$ cat src/rtl/spi_reg_slave_pkg.sv
// spi_reg_slave_pkg: frame geometry, state encoding and defaults shared by the SPI register slave
package spi_reg_slave_pkg;
    localparam int         FRAME_LEN       = 24;
    localparam int         INSTR_LEN       = 16;
    localparam int         RW_BIT          = 23;
    localparam logic [1:0] W1W0_LEGAL      = 2'b00;
    localparam logic [7:0] CHIP_ID_DEFAULT = 8'h88;
    typedef enum logic [2:0] {IDLE, INSTR, WR_DATA, RD_DATA, DONE} state_t;
endpackage

$ cat src/rtl/spi_reg_slave_sync_edge.sv
// spi_sync_edge: 2-flop synchronizer plus a third flop for rise/fall detection
module spi_sync_edge #(
    parameter logic RST_VAL = 1'b0
) (
    input  logic clk,
    input  logic rst_n,
    input  logic d_i,
    output logic q_o,
    output logic rise_o,
    output logic fall_o
);
    logic [2:0] sync_q;
    always_ff @(posedge clk or negedge rst_n) begin
        if (!rst_n) sync_q <= {3{RST_VAL}};
        else        sync_q <= {sync_q[1:0], d_i};
    end
    assign q_o    = sync_q[1];
    assign rise_o = sync_q[1] & ~sync_q[2];
    assign fall_o = ~sync_q[1] & sync_q[2];
endmodule

$ cat src/rtl/spi_reg_slave.sv
// spi_reg_slave: 3-wire SPI slave giving read/write access to a small 8-bit register file
module spi_reg_slave
    import spi_reg_slave_pkg::*;
#(
    parameter int         NUM_REGS = 16,
    parameter logic [7:0] CHIP_ID  = CHIP_ID_DEFAULT
) (
    input  logic                  clk,
    input  logic                  rst_n,
    input  logic                  csb,
    input  logic                  sclk,
    input  logic                  sdio_i,
    output logic                  sdio_o,
    output logic                  sdio_oe,
    output logic                  reg_wr_vld,
    output logic [12:0]           reg_addr,
    output logic [7:0]            reg_wdata,
    output logic                  frame_err,
    output logic [NUM_REGS*8-1:0] reg_dump
);
    localparam int          AW         = (NUM_REGS > 1) ? $clog2(NUM_REGS) : 1;
    localparam logic [12:0] NUM_REGS_A = 13'(NUM_REGS);
    localparam int          RW_POS     = RW_BIT - (FRAME_LEN - INSTR_LEN);

    logic       csb_s, csb_rise, csb_fall, sclk_s, sclk_rise, sclk_fall, sdio_s, unused;
    logic [1:0] sdio_q;
    state_t     state_q;
    logic [4:0] cnt_q;
    logic [14:0] shift_q;
    logic [7:0] out_q, rd_val, wdata;
    logic [15:0] instr;
    logic       wr_ok;
    logic [7:0] regs_q [NUM_REGS];
    logic       sdio_o_q, sdio_oe_q, reg_wr_vld_q, frame_err_q;
    logic [12:0] reg_addr_q;
    logic [7:0] reg_wdata_q;

    spi_sync_edge #(.RST_VAL(1'b1)) u_csb (
        .clk(clk), .rst_n(rst_n), .d_i(csb), .q_o(csb_s), .rise_o(csb_rise), .fall_o(csb_fall)
    );
    spi_sync_edge #(.RST_VAL(1'b0)) u_sclk (
        .clk(clk), .rst_n(rst_n), .d_i(sclk), .q_o(sclk_s), .rise_o(sclk_rise), .fall_o(sclk_fall)
    );
    assign unused = ^{csb_rise, sclk_s};

    always_ff @(posedge clk or negedge rst_n) begin
        if (!rst_n) sdio_q <= 2'b00;
        else        sdio_q <= {sdio_q[0], sdio_i};
    end
    assign sdio_s = sdio_q[1];

    always_comb begin
        instr  = {shift_q, sdio_s};
        wdata  = {shift_q[6:0], sdio_s};
        wr_ok  = (reg_addr_q != 13'd1) && (reg_addr_q < NUM_REGS_A);
        rd_val = (reg_addr_q == 13'd1) ? CHIP_ID :
                 (reg_addr_q < NUM_REGS_A) ? regs_q[reg_addr_q[AW-1:0]] : 8'h00;
    end

    always_ff @(posedge clk or negedge rst_n) begin
        if (!rst_n) begin
            state_q      <= IDLE;
            cnt_q        <= '0;
            shift_q      <= '0;
            out_q        <= '0;
            sdio_o_q     <= 1'b0;
            sdio_oe_q    <= 1'b0;
            reg_wr_vld_q <= 1'b0;
            frame_err_q  <= 1'b0;
            reg_addr_q   <= '0;
            reg_wdata_q  <= '0;
            for (int i = 0; i < NUM_REGS; i++) regs_q[i] <= '0;
        end else begin
            reg_wr_vld_q <= 1'b0;
            frame_err_q  <= 1'b0;
            if (csb_s) begin
                // csb high before the frame completed is an abort
                if (state_q inside {INSTR, WR_DATA, RD_DATA}) frame_err_q <= 1'b1;
                state_q   <= IDLE;
                sdio_oe_q <= 1'b0;
                sdio_o_q  <= 1'b0;
            end else begin
                if (sclk_rise && (state_q inside {INSTR, WR_DATA, RD_DATA})) begin
                    shift_q <= {shift_q[13:0], sdio_s};
                    cnt_q   <= cnt_q + 5'd1;
                end
                case (state_q)
                    IDLE: if (csb_fall) begin
                        state_q <= INSTR;
                        cnt_q   <= '0;
                    end
                    INSTR: if (sclk_rise && cnt_q == 5'(INSTR_LEN - 1)) begin
                        if (instr[RW_POS-1 -: 2] != W1W0_LEGAL) begin
                            frame_err_q <= 1'b1;
                            state_q     <= DONE;
                        end else begin
                            reg_addr_q <= instr[12:0];
                            state_q    <= instr[RW_POS] ? RD_DATA : WR_DATA;
                        end
                    end
                    WR_DATA: if (sclk_rise && cnt_q == 5'(FRAME_LEN - 1)) begin
                        reg_wr_vld_q <= 1'b1;
                        reg_wdata_q  <= wdata;
                        if (wr_ok) regs_q[reg_addr_q[AW-1:0]] <= wdata;
                        state_q <= DONE;
                    end
                    RD_DATA: begin
                        if (sclk_rise && cnt_q == 5'(FRAME_LEN - 1)) state_q <= DONE;
                        // first falling edge loads the read value, later ones shift it out
                        if (sclk_fall) begin
                            sdio_oe_q <= 1'b1;
                            sdio_o_q  <= sdio_oe_q ? out_q[7] : rd_val[7];
                            out_q     <= sdio_oe_q ? {out_q[6:0], 1'b0} : {rd_val[6:0], 1'b0};
                        end
                    end
                    DONE: if (sclk_fall) begin
                        sdio_oe_q <= 1'b0;
                        sdio_o_q  <= 1'b0;
                    end
                    default: state_q <= IDLE;
                endcase
            end
        end
    end

    for (genvar g = 0; g < NUM_REGS; g++) begin : g_dump
        assign reg_dump[g*8 +: 8] = regs_q[g];
    end

    assign sdio_o     = sdio_o_q;
    assign sdio_oe    = sdio_oe_q;
    assign reg_wr_vld = reg_wr_vld_q;
    assign frame_err  = frame_err_q;
    assign reg_addr   = reg_addr_q;
    assign reg_wdata  = reg_wdata_q;
endmodule
$ cat config.mk
export PLATFORM = sky130hd
export DESIGN_NAME = spi_reg_slave
export DESIGN_NICKNAME = d
export VERILOG_FILES = /design/src/rtl/spi_reg_slave_pkg.sv /design/src/rtl/spi_reg_slave_sync_edge.sv /design/src/rtl/spi_reg_slave.sv
export SDC_FILE = /design/constraint.sdc
export NUM_CORES = 1
export LEC_CHECK = 0
export BUFFER_PORTS_ARGS = -buffer_cell sky130_fd_sc_hd__buf_2
export CAP_MARGIN = 15
export CORE_MARGIN = 1.5
export CORE_UTILIZATION = 52
export CTS_CLUSTER_SIZE = 10
export DETAILED_ROUTE_END_ITERATION = 12
export PLACE_DENSITY = 0.75
export SYNTH_ARGS = -nofsm -noshare
export SYNTH_HDL_FRONTEND = slang
export SYNTH_SLANG_ARGS = --single-unit
export TNS_END_PERCENT = 30
$ cat constraint.sdc
create_clock -name clk -period 3.4 [get_ports clk]
set_input_delay 0.51 -clock clk [delete_from_list [all_inputs] [get_ports clk]]
set_output_delay 0.51 -clock clk [all_outputs]
set_load 0.005 [all_outputs]
==> impl_metrics.toml <==
[critical_path]
cp_max_fo = 15
crit_arrival_ps = 3060
reg2regPathDepth = 4
r2r_slack_ps = 670
cp-start-kind = "register"
rr_endpoint = "reg_dump[75]"
rr_startpoint = "state_q[1]"
crit_type = "register to register"
critPathCaptureType = "register"
critPathRequiredTime_ps = 3730

[clock_tree]
clockRootBuffer = "clkbuf_16"
cts_sinks = 191
clk_latency_ps = 440
cts_buffers = 17
cts.path.max_buffers = 2
ctsResizeCount = 0
hold_buffers = 0
path_clk_slew_ps = 70
cts_tree = "done"
htreeDepth = 4
cts_setup_buffers = 0

[global_route]
gr-total-overflow = 0
grt_pass1_vias = 6012
antenna_found_initial = 0
grt_start_max_net_pins = 75
grt_first_pass_wirelength_mm = 35.4
grt_use_total_pct = 26.8

[power]
cellPowerDensity_mw_per_mm2 = 432
finalPower_mw = 4.45
leakage_nw = 5.19
irDropWorstVdd_v = 0.000347

[timing]
hold_viol = 0
hold_ws_ps = 23.8
rsz0062_at_grt = "no"
setup_viol = 0
fin_setup_tns_ps = 0
fin_crit_ps = 2730
finClkSkew_ps = 10.8
maxSlewViolCount = 0
max_clock_freq_ghz = 0.366
worst_pin_slew_ps = 864
max_slew_margin_pct = 42.4
finalCritPeriodShare_pct = 80.4

[floorplan]
die_y_um = 133
num_rows = 47
dieArea_mm2 = 0.0176
die_w_um = 133
io_pins = 158
coreArea_mm2 = 0.0165
start_util_pct = 53.1

[drt]
drcViolationCount = 0
first_pass_iters = 4
postRouteWirelength_mm = 22.7
viasPerCell = 5.94
routedWlPerCell_um = 23.0
postRouteAntennaNets = 0
drt_iter0_markers = 384
num_vias = 5841

[synth]
synth_seq_cells = 191
synthMuxAreaShare_pct = 28.4
ys_top_cells_by_count = "dfrtp_1, mux2_2, clkbuf_1"
netlist_instances = 617
synth_nets = 624
ys_seq_area_share_pct = 54.6
synth_area_mm2 = 0.00877
synth-async-reset-ratio_pct = 100
synth_most_common_cell = "dfrtp_1"
ys_warn_count = 0
synth_top_cell_area_share_pct = 53.7
synth_top_cell_by_area = "dfrtp_1"
synthXorXnorAreaFrac_pct = 0.300
synth_compound_area_share_pct = 3.41
synth-main-ff-cell = "dfrtp_1"
synth_cell_types = 55
syn_area_per_cell_um2 = 14.2
synth_fa_ha_area_share_pct = 0.285
synth_edf_count = 0
synth_top_family_by_area = "multiplexers"
synth-simple-area-share_pct = 10.2
netlist_top_cells_area = "dfrtp_1, mux2_2, mux4_2"

[placement]
place.gp.congestion = 0.891
place_inst = 952
port_buffers = 157
dp_hpwl_mm = 15.8
placed_cell_area_mm2 = 0.00971

[finish]
drive_gt1_share_pct = 54.7
fin_cells = 984
fin_area_mm2 = 0.0103
antenna_cells = 0
syn_to_final_growth_pct = 17.4
nNetsFinal = 758
nFillCells = 1275

[worst_hold_path]
min_path_type = "input port to asynchronous set/reset pin"

[status]
status = "complete, no violations"

[job]
max-cap-violations = 0
cell usage in the layout, fill, tap and decap left out, types with 6 or more instances in the layout:
cell       count
dfrtp_1      187
mux2_2       162
buf_2        156
mux4_2        25
nand2_1       24
clkbuf_16     17
nor4_4        13
nor2_1        13
nand2b_1      12
a21oi_1       12
buf_4         11
mux2i_1       10
o22ai_1       10
nor3_1         8
and3_1         7
o31ai_1        6
final cells by class:
class                      count  area (µm²)  area share [%]
timing repair buffer         169         895            8.69
clock buffer                  17         425            4.13
clock inverter                15         155            1.51
sequential                   191        4780            46.5
tap                          220         275            2.67
inverter                       5        18.8           0.182
multi-input combinational    367        3740            36.3
critical path, cell delays in order (launching register included):
cell and delay [ps]:
dfrtp_1 590, or4b_1 680, or3_4 470, nor3_4 480, mux2_2 400
cells by family (layout without fill, tap and decap cells):
family	Yosys count	after routing
AND/OR/NAND/NOR	120	120
adder cells (fa/ha/maj)	2	2
flip-flops	191	191
XOR/XNOR	3	3
AO/OA/AOI/OAI	45	45
multiplexers	197	197
buffers and inverters	59	206
where the power goes:
part	switching, mW	total (mW)	internal [mW]
Combinational	0.0714	0.110	0.0391
Clock	0.961	1.94	0.976
Sequential	0.109	2.40	2.29
Total	1.14	4.45	3.31
worst max-delay path by stage:
| stage | start | to | slack [ps] | depth (start not counted) |
|---|---|---|---|---|
| final | state_q[1] | reg_dump[75] | 670 | 4 |
| after global routing | state_q[1] | reg_dump[76] | 590 | 4 |
| after CTS | state_q[1] | reg_dump[75] | 690 | 4 |
| after detailed placement | state_q[1] | reg_dump[73] | 700 | 4 |
| after global placement | state_q[1] | reg_dump[78] | 720 | 4 |
| after floorplan | u_csb.sync_q[1] | reg_dump[72] | 1060 | 6 |
state kept, by name (all words and copies together) (netlist names):
signal / count
sdio_o: 1
sdio_q: 2
u_csb.sync_q: 3
u_sclk.sync_q: 3
shift_q: 15
cnt_q: 5
reg_addr: 13
reg_dump: 128
reg_wr_vld: 1
reg_wdata: 8
frame_err: 1
out_q: 7
state_q: 3
sdio_oe: 1
per-stage QoR:
step / utilization (%) / worst slack [ps]
global route: 62.3 / 585
global placement: 58.8 / 724
finish: 62.3 / 668
detailed placement: 58.8 / 695
floorplan: - / 1060
CTS: 62.3 / 687
per-layer routing:
layer  wire [µm]  global-route usage (%)  vias to the layer above
met2       11400                    44.2                      201
met5           0                       0                        -
met3        1310                    6.13                       31
met1        9430                    34.7                     3066
met4         501                    10.0                        0
li1            -                       -                     2543
Power figures use the tool's default switching activity.
